$ cat config.mk
export PLATFORM = sky130hd
export DESIGN_NAME = interpolator_upsampler
export DESIGN_NICKNAME = d
export VERILOG_FILES = /design/src/rtl/interpolator_upsampler.sv
export SDC_FILE = /design/constraint.sdc
export NUM_CORES = 1
export LEC_CHECK = 0
export BUFFER_PORTS_ARGS = -buffer_cell sky130_fd_sc_hd__buf_2
export CORE_ASPECT_RATIO = 0.9
export CORE_UTILIZATION = 45
export CTS_CLUSTER_DIAMETER = 80
export DETAILED_ROUTE_END_ITERATION = 10
export GPL_TIMING_DRIVEN = 1
export SLEW_MARGIN = 20
export SYNTH_ARGS = -nofsm -noshare
export SYNTH_HDL_FRONTEND = slang
export SYNTH_SLANG_ARGS = --single-unit
$ cat constraint.sdc
create_clock -name clk_i -period 5.8 [get_ports clk_i]
set_input_delay 0.58 -clock clk_i [delete_from_list [all_inputs] [get_ports clk_i]]
set_output_delay 0.58 -clock clk_i [all_outputs]
set_load 0.01 [all_outputs]
$ cat src/rtl/interpolator_upsampler.sv
// Upsampler that expands each decimated sample into Interpolation_factor outputs
// (zero-stuffed or held), with an input FIFO and valid/ready on both sides.
module interpolator_upsampler #(
  parameter int Data_bits            = 26,
  parameter int Interpolation_factor = 16,
  parameter bit Hold_mode            = 1'b0,
  parameter int Fifo_depth           = 4,
  localparam int Phase_bits = (Interpolation_factor > 1) ? $clog2(Interpolation_factor) : 1
) (
  input  logic                        clk_i,
  input  logic                        rst_i,
  input  logic signed [Data_bits-1:0] data_in,
  input  logic                        data_valid_i,
  output logic                        data_ready_o,
  output logic signed [Data_bits-1:0] data_out,
  output logic                        data_valid_o,
  input  logic                        data_ready_i,
  output logic [Phase_bits-1:0]       phase_o
);

  localparam int Addr_bits = $clog2(Fifo_depth);
  localparam logic [Addr_bits:0]  Full_count = Fifo_depth[Addr_bits:0];
  localparam logic [Phase_bits-1:0] Last_phase = Phase_bits'(Interpolation_factor - 1);

  typedef enum logic {IDLE, EMIT} state_t;

  logic signed [Data_bits-1:0] mem [Fifo_depth];
  logic [Addr_bits-1:0] wr_ptr, rd_ptr;
  logic [Addr_bits:0]   count;
  logic                 ready_en;
  logic                 push, pop, empty, full;

  state_t                      state, state_next;
  logic signed [Data_bits-1:0] sample, sample_next, data_next;
  logic [Phase_bits-1:0]       phase_next;
  logic                        valid_next;

  assign empty        = (count == '0);
  assign full         = (count == Full_count);
  // ready_en keeps ready low through reset and releases it one edge later.
  assign data_ready_o = ready_en && !full;
  assign push         = data_valid_i && data_ready_o;

  // NOTE: sequential state uses non-blocking assignments so every register
  // samples pre-edge values, independent of process ordering.
  always_ff @(posedge clk_i) begin
    if (rst_i) begin
      wr_ptr   <= '0;
      rd_ptr   <= '0;
      count    <= '0;
      ready_en <= 1'b0;
    end else begin
      ready_en <= 1'b1;
      if (push) wr_ptr <= wr_ptr + 1'b1;
      if (pop)  rd_ptr <= rd_ptr + 1'b1;
      case ({push, pop})
        2'b10:   count <= count + 1'b1;
        2'b01:   count <= count - 1'b1;
        default: count <= count;
      endcase
    end
  end

  // NOTE: storage is not reset; emptiness is tracked by count, so stale
  // contents are never observed and the array maps onto plain RAM/regs.
  always_ff @(posedge clk_i) begin
    if (push) mem[wr_ptr] <= data_in;
  end

  always_ff @(posedge clk_i) begin
    if (rst_i) begin
      state        <= IDLE;
      sample       <= '0;
      data_out     <= '0;
      phase_o      <= '0;
      data_valid_o <= 1'b0;
    end else begin
      state        <= state_next;
      sample       <= sample_next;
      data_out     <= data_next;
      phase_o      <= phase_next;
      data_valid_o <= valid_next;
    end
  end

  // NOTE: every output of this block gets a default first, so no path can
  // leave a variable unassigned and infer a latch.
  always_comb begin
    state_next  = state;
    sample_next = sample;
    data_next   = data_out;
    phase_next  = phase_o;
    valid_next  = data_valid_o;
    pop         = 1'b0;
    case (state)
      IDLE: begin
        valid_next = 1'b0;
        if (!empty) begin
          pop         = 1'b1;
          sample_next = mem[rd_ptr];
          data_next   = mem[rd_ptr];
          phase_next  = '0;
          valid_next  = 1'b1;
          state_next  = EMIT;
        end
      end
      EMIT: begin
        if (data_ready_i) begin
          if (phase_o != Last_phase) begin
            phase_next = phase_o + 1'b1;
            data_next  = Hold_mode ? sample : '0;
          end else if (!empty) begin
            // Chain straight into the next sample without a bubble.
            pop         = 1'b1;
            sample_next = mem[rd_ptr];
            data_next   = mem[rd_ptr];
            phase_next  = '0;
          end else begin
            phase_next = '0;
            valid_next = 1'b0;
            state_next = IDLE;
          end
        end
      end
      default: state_next = IDLE;
    endcase
  end

  a_factor_range: assert property (@(posedge clk_i)
    (Interpolation_factor >= 1) && (Interpolation_factor <= 256));

  a_out_stable: assert property (@(posedge clk_i) disable iff (rst_i)
    (data_valid_o && !data_ready_i) |=> (data_valid_o && $stable(data_out) && $stable(phase_o)));

  a_no_overflow: assert property (@(posedge clk_i) disable iff (rst_i) !(push && full));

  a_no_underflow: assert property (@(posedge clk_i) disable iff (rst_i) !(pop && empty));

endmodule

==> results of run 1 <==
==> through the flow <==
step	util	worst slack, ns	power [mW]	hold WS (ns)
floorplan	-	3.46	1.89	0.468
global placement	0.508	3.31	2.04	0.450
detailed placement	0.508	3.25	2.05	0.457
CTS	0.561	3.29	3.18	0.367
global route	0.561	3.13	3.29	0.366
finish	0.561	3.31	3.14	0.387
==> registers in the layout, indices dropped and copies added, names as in the netlist, named ones only <==
register	flops
phase_o	4
wr_ptr	2
rd_ptr	2
state	1
data_out	26
ready_en	1
data_valid_o	1
mem	104
count	3
==> report_power, final <==
group	total (mW)	internal (mW)	switching (mW)	leakage (nW)
clock	1.12	0.717	0.401	0.290
sequential	1.38	1.25	0.129	1.29
combinational	0.646	0.324	0.322	0.838
==> cell families after synthesis <==
group,after synthesis,synth area share
compound gates,46,0.0775
xor+xnor,2,0.00319
fa+ha+maj,7,0.0173
buf+inv,26,0.0289
flops,146,0.722
mux,31,0.117
simple gates,31,0.0342
==> final timing paths <==
kind / startpoint / endpoint / depth (start not counted)
max: phase_o[0] / count[2] / 9
max reg2reg: phase_o[0] / count[2] / 9
min reg2reg: data_valid_o / data_valid_o / 2
min: data_in[2] / mem[3][2] / 1
==> placed cells by master (no fill, tap or decap), drive strengths merged, types with 2 or more instances in the layout <==
cell / instances
a21boi: 2
clkinvlp: 4
a211oi: 2
clkbuf: 18
mux2: 4
mux4: 26
and2: 4
clkinv: 6
ha: 6
inv: 9
o21ai: 5
edfxtp: 104
dfxtp: 42
a21oi: 6
xor2: 2
nand2: 5
nand3: 2
nor2: 9
bufinv: 4
nor2b: 2
buf: 69
a32o: 26
nand4: 2
or3: 3
==> final cells by class <==
type	instances	area (um^2)	area share
clock buffer	18	429	0.0655
clock inverter	14	190	0.0290
inverter	9	33.8	0.00516
multi-input combinational	117	1370	0.209
sequential	146	3970	0.606
tap	156	195	0.0298
timing repair buffer	69	365	0.0558
==> critical path, cell delays in order (launching register included) <==
cell	delay, ns
dfxtp_1	0.38
ha_1	0.29
nand4_4	0.16
a21oi_1	0.31
ha_1	0.24
inv_1	0.06
fa_1	0.37
xor2_1	0.16
or3_1	0.30
a21oi_1	0.14
==> metal layers <==
| layer | GRT usage | part of all wire | vias up |
|---|---|---|---|
| met5 | 0 | 0 | - |
| met4 | 0.0570 | 0.0036 | 0 |
| met3 | 0.0644 | 0.049 | 2 |
| met2 | 0.282 | 0.50 | 66 |
| met1 | 0.207 | 0.44 | 1452 |
| li1 | - | - | 1321 |
==> out/metrics.csv, run 1 <==
metric,value,unit
run status,"complete, no violations",
number of storage elements in the synthesis netlist,146,
maximum operating frequency,0.401,GHz
Core Area,0.0117,mm^2
fraction of layout instances using a drive strength above 1,0.413,
most frequent cell after synthesis,edfxtp_1,
Crit path required time,6.14,ns
final critical-path share of the clock period,0.430,
most frequent cells after synthesis,"edfxtp_1 (104), dfxtp_1 (42), mux4_2 (26), a32o_2 (20)",
count of fill cells added during filler insertion,945,
wire length after detailed routing,9.88,mm
overflow left after global routing,0,
effective utilization at floorplan,0.471,
number of antenna violations at the first check in global routing,0,
average wire per cell in the routed design,18.7,um
clock tree root driver cell,clkbuf_16,
global-route wire length before repair,15.5,mm
instance area at placement,0.00593,mm^2
most area-consuming cells after synthesis,"edfxtp_1 (57%), dfxtp_1 (15%), mux4_2 (11%)",
number of nets in the synthesized netlist,326,
ratio of total power to cell area,480,mW/mm^2
Worst R2R Setup Slack,3.31,ns
CP arrival,2.83,ns
Syn Std Cell Area,0.00549,mm^2
Horiz. Die Dim,118,um
residual DRC count,0,
pin count of the biggest net entering global routing,27,
critical path endpoint category,flip-flop,
type of the most critical hold path,in -> reg,
Port Buf Inserts,61,
ANT nets after route,0,
number of instances in the placed design,497,
Synth top area share,0.569,
placer congestion estimate,0.718,
number of max-capacitance violations reported,0,
Slew HR,0.500,
setup repair after global routing missed its margin,no,
clock edge transition at the registers on the reported setup and hold paths,0.06,ns
Pre-Repair DR Iteration Count,4,
violation count after the first detailed-routing iteration,142,
Final min period,2.49,ns
number of primary I/O pins,62,
number of buffers between clock root and the deepest sink,2,
TritonCTS buffer count,17,
setup clock skew after layout,0.00695,ns
average vias per placed instance,5.37,
final-report max-slew violation count,0,
Syn. warnings,0,
async set or reset register ratio after synthesis,0,
number of flops mapped to enable cells by yosys,104,
transition at the pin with the smallest max-transition slack,0.750,ns
CTS tree,yes,
number of nets in the finished design,397,
HPWL after DPL,5.68,mm
vertical extent of the die,107,um
total of endpoints with negative setup slack in the final report,0,
Finished Cell Area,0.00655,mm^2
number of instances resized during post-cts repair,0,
area growth from synthesis to final layout,19.3,%
clock sink count,146,
count of antenna diodes in the layout,0,
total number of vias,2841,
Post-Synthesis Cells,289,
"count of placed standard cells in the final layout, fillers left out",529,
category of the worst setup path launch point,flip-flop,
number of rows in the core area,37,
cell type with the highest aggregate area in the netlist,edfxtp_1,
via count of the first global-routing pass,2901,
maximum fanout along the worst path,5,
fraction of the yosys area taken by sequential cells,0.722,
Post-CTS Hold Fix Bufs,0,
CTS H-tree lvls,4,
overall fraction of global-route tracks in use,0.170,
post-synthesis area per instance,19.0,um^2
area of the die,0.0126,mm^2
kind of critical path,reg -> reg,
leakage power,2.42,nW
leading register cell type out of synthesis,edfxtp_1,
number of failing hold endpoints at the final stage,0,
Sum Neg Setup Slack,0,ns
number of different library cells in the post-synthesis netlist,36,
Skew-Pair Late Insertion Delay,0.41,ns
Worst IR Drop VDD,0.370,mV
number of buffers inserted by post-CTS setup repair,0,
Power figures use the tool's default switching activity.
==> run 2: changes to the inputs <==
Clock period 5.8 ns to 2.4 ns, I/O delays scaled along.
==> run 2 against run 1 <==
Effect of this change:
- largest power group unchanged
- utilization hardly changed
- critical path depth stayed put
- global-route usage is 0.62 points higher
- critical endpoint unchanged
- register-to-register slack worse by 3.2 ns
- sequential share of layout area hardly changed
- via count is 1.4% higher
- sequential cell count stayed put
- die area stayed put
- final cell count is 0.95% higher
- hold slack worse by 0.34 ns
- setup slack worse by 3.2 ns
- non-clock buffer count is 5 higher
==> out/metrics.csv, run 2 (same netlist as run 1, synthesis figures left out) <==
metric,value,unit
run status,"complete, no violations",
pin count of the biggest net entering global routing,27,
average vias per placed instance,5.40,
clock sink count,146,
combinational share of power,0.237,
area of combinational cells with multiple inputs,0.00138,mm^2
capturing point of the worst reg2reg path,count[2],
"most common cell after layout, fill and taps aside",edfxtp_1,
count of antenna diodes in the layout,0,
part of the power in registers,0.434,
number of buffer and inverter stages on the critical path,1,
area of the die,0.0126,mm^2
Worst R2R Setup Slack,0.14,ns
number of buffers between clock root and the deepest sink,2,
Worst IR Drop VDD,0.709,mV
number of rows in the core area,37,
Skew-Pair Late Insertion Delay,0.41,ns
CTS H-tree lvls,4,
critical path endpoint category,flip-flop,
crit-path leading delay family,adder cells,
register with the most flip-flops,mem,
hold wc startpoint,data_in[5],
switching component of the power,2.11,mW
setup clock skew after layout,0.0106,ns
number of buffers inserted by post-CTS setup repair,0,
cell-internal power,5.30,mW
final-report max-slew violation count,0,
fraction of power spent switching nets,0.285,
Util after Layout,0.561,
"top library cells by usage in the layout, fill and taps aside","edfxtp_1 (104), buf_2 (61), dfxtp_1 (40)",
leakage power,2.41,nW
category of the worst setup path launch point,flip-flop,
average wire per cell in the routed design,18.8,um
CTS tree,yes,
placer congestion estimate,0.754,
relative contribution of the clock network to total power,0.329,
overflow left after global routing,0,
number of nets in the finished design,402,
worst r2r path cells,9,
biggest cell delay along the critical path,0.40,ns
"count of placed standard cells in the final layout, fillers left out",534,
Horiz. Die Dim,118,um
ANT nets after route,0,
Worst Hold Path Cells,1,
post-layout total power,7.41,mW
setup slack of the critical path after layout,0.137,ns
setup repair after global routing missed its margin,no,
worst setup timing slack at the placement stage,-0.0392,ns
global-route wire length before repair,16.2,mm
list of cells traversed by the critical path,ha_4 > nand4_4 > a21oi_2 > ha_1 > inv_1 > fa_1 > xor2_1 > or3_1 > a21oi_1,
Core Area,0.0117,mm^2
clock tree root driver cell,clkbuf_16,
number of failing hold endpoints at the final stage,0,
residual DRC count,0,
Final min period,2.26,ns
fraction of layout instances using a drive strength above 1,0.429,
total number of vias,2881,
transition at the pin with the smallest max-transition slack,0.686,ns
CP arrival,2.61,ns
vertical extent of the die,107,um
ratio of total power to cell area,1130,mW/mm^2
kind of critical path,reg -> reg,
type of the most critical hold path,in -> reg,
Pre-Repair DR Iteration Count,4,
maximum operating frequency,0.442,GHz
Register Area,0.00397,mm^2
effective utilization at floorplan,0.471,
worst hold-check slack,0.0422,ns
maximum fanout along the worst path,5,
Post-CTS Hold Fix Bufs,0,
number of flip-flops in the largest register,104,
final critical-path share of the clock period,0.943,
count of fill cells added during filler insertion,935,
number of antenna violations at the first check in global routing,0,
cell with the biggest individual delay on the critical path,dfxtp_1,
wire length after detailed routing,10.1,mm
r2r startpoint,phase_o[1],
violation count after the first detailed-routing iteration,204,
HPWL after DPL,5.83,mm
number of instances in the placed design,502,
total of endpoints with negative setup slack in the final report,0,
Slew HR,0.538,
Largest regs,"mem x104, data_out x26, phase_o x4",
capture endpoint of the worst hold path,mem[3][5],
clock edge transition at the registers on the reported setup and hold paths,0.06,ns
number of max-capacitance violations reported,0,
TritonCTS buffer count,17,
via count of the first global-routing pass,3031,
Port Buf Inserts,61,
area growth from synthesis to final layout,19.3,%
overall fraction of global-route tracks in use,0.176,
number of primary I/O pins,62,
Crit path required time,2.74,ns
## run 2: timing repair
action                                  CTS  global route
endpoints found under the setup margin    1             1
hold endpoints to repair                  0             0
gates resized for setup                   2             2
## run 2: stage by stage
| stage | instance area [um^2] | setup TNS, ns |
|---|---|---|
| 2_1_floorplan | 5490 | 0 |
| 3_3_place_gp | 5980 | 0 |
| 3_5_place_dp | 5980 | -0.0392 |
| 4_1_cts | 6540 | 0 |
| 5_1_grt | 6550 | 0 |
| 6_report | 6550 | 0 |
## run 2: routing by layer
metal | wire, um | vias to the layer above | global-route usage
met3 | 466 | 8 | 0.0622
met1 | 4380 | 1476 | 0.212
li1 | - | 1333 | -
met2 | 5120 | 64 | 0.301
met4 | 82 | 0 | 0.0515
met5 | 0 | - | 0
## run 2: area by class of cell
class	count	area share
clock buffers	19	0.0676
clock inverters	13	0.0172
inverters	9	0.00516
multi-input cells	117	0.211
flip-flops and latches	146	0.606
well taps	156	0.0298
repair buffers	74	0.0634
## run 2: worst max-delay path by stage
stage,start,endpoint,slack (ns),depth (start not counted)
after floorplan,phase_o[0],count[2],0.06,9
after global placement,phase_o[0],count[2],0.11,9
after detailed placement,phase_o[0],count[2],-0.04,9
after CTS,phase_o[0],count[2],0.05,9
after global routing,phase_o[1],count[2],0.02,9
final,phase_o[1],count[2],0.14,9
## run 2: worst reg2reg max path, delay by kind of cell, from the launching register on
family | cells | cell delay, ns
AO/OA/AOI/OAI | 2 | 0.35
adder cells (fa/ha/maj) | 3 | 0.78
flip-flops | 1 | 0.40
AND/OR/NAND/NOR | 2 | 0.45
buffers and inverters | 1 | 0.06
XOR/XNOR | 1 | 0.16
## run 2: power groups by stage
stage               Sequential, mW  Clock (mW)  Combinational (mW)
floorplan                     3.28           0                1.28
global placement              3.25           0                1.75
detailed placement            3.27           0                1.77
CTS                           3.22        2.49                1.79
global route                  3.25        2.60                1.93
finish                        3.22        2.43                1.75
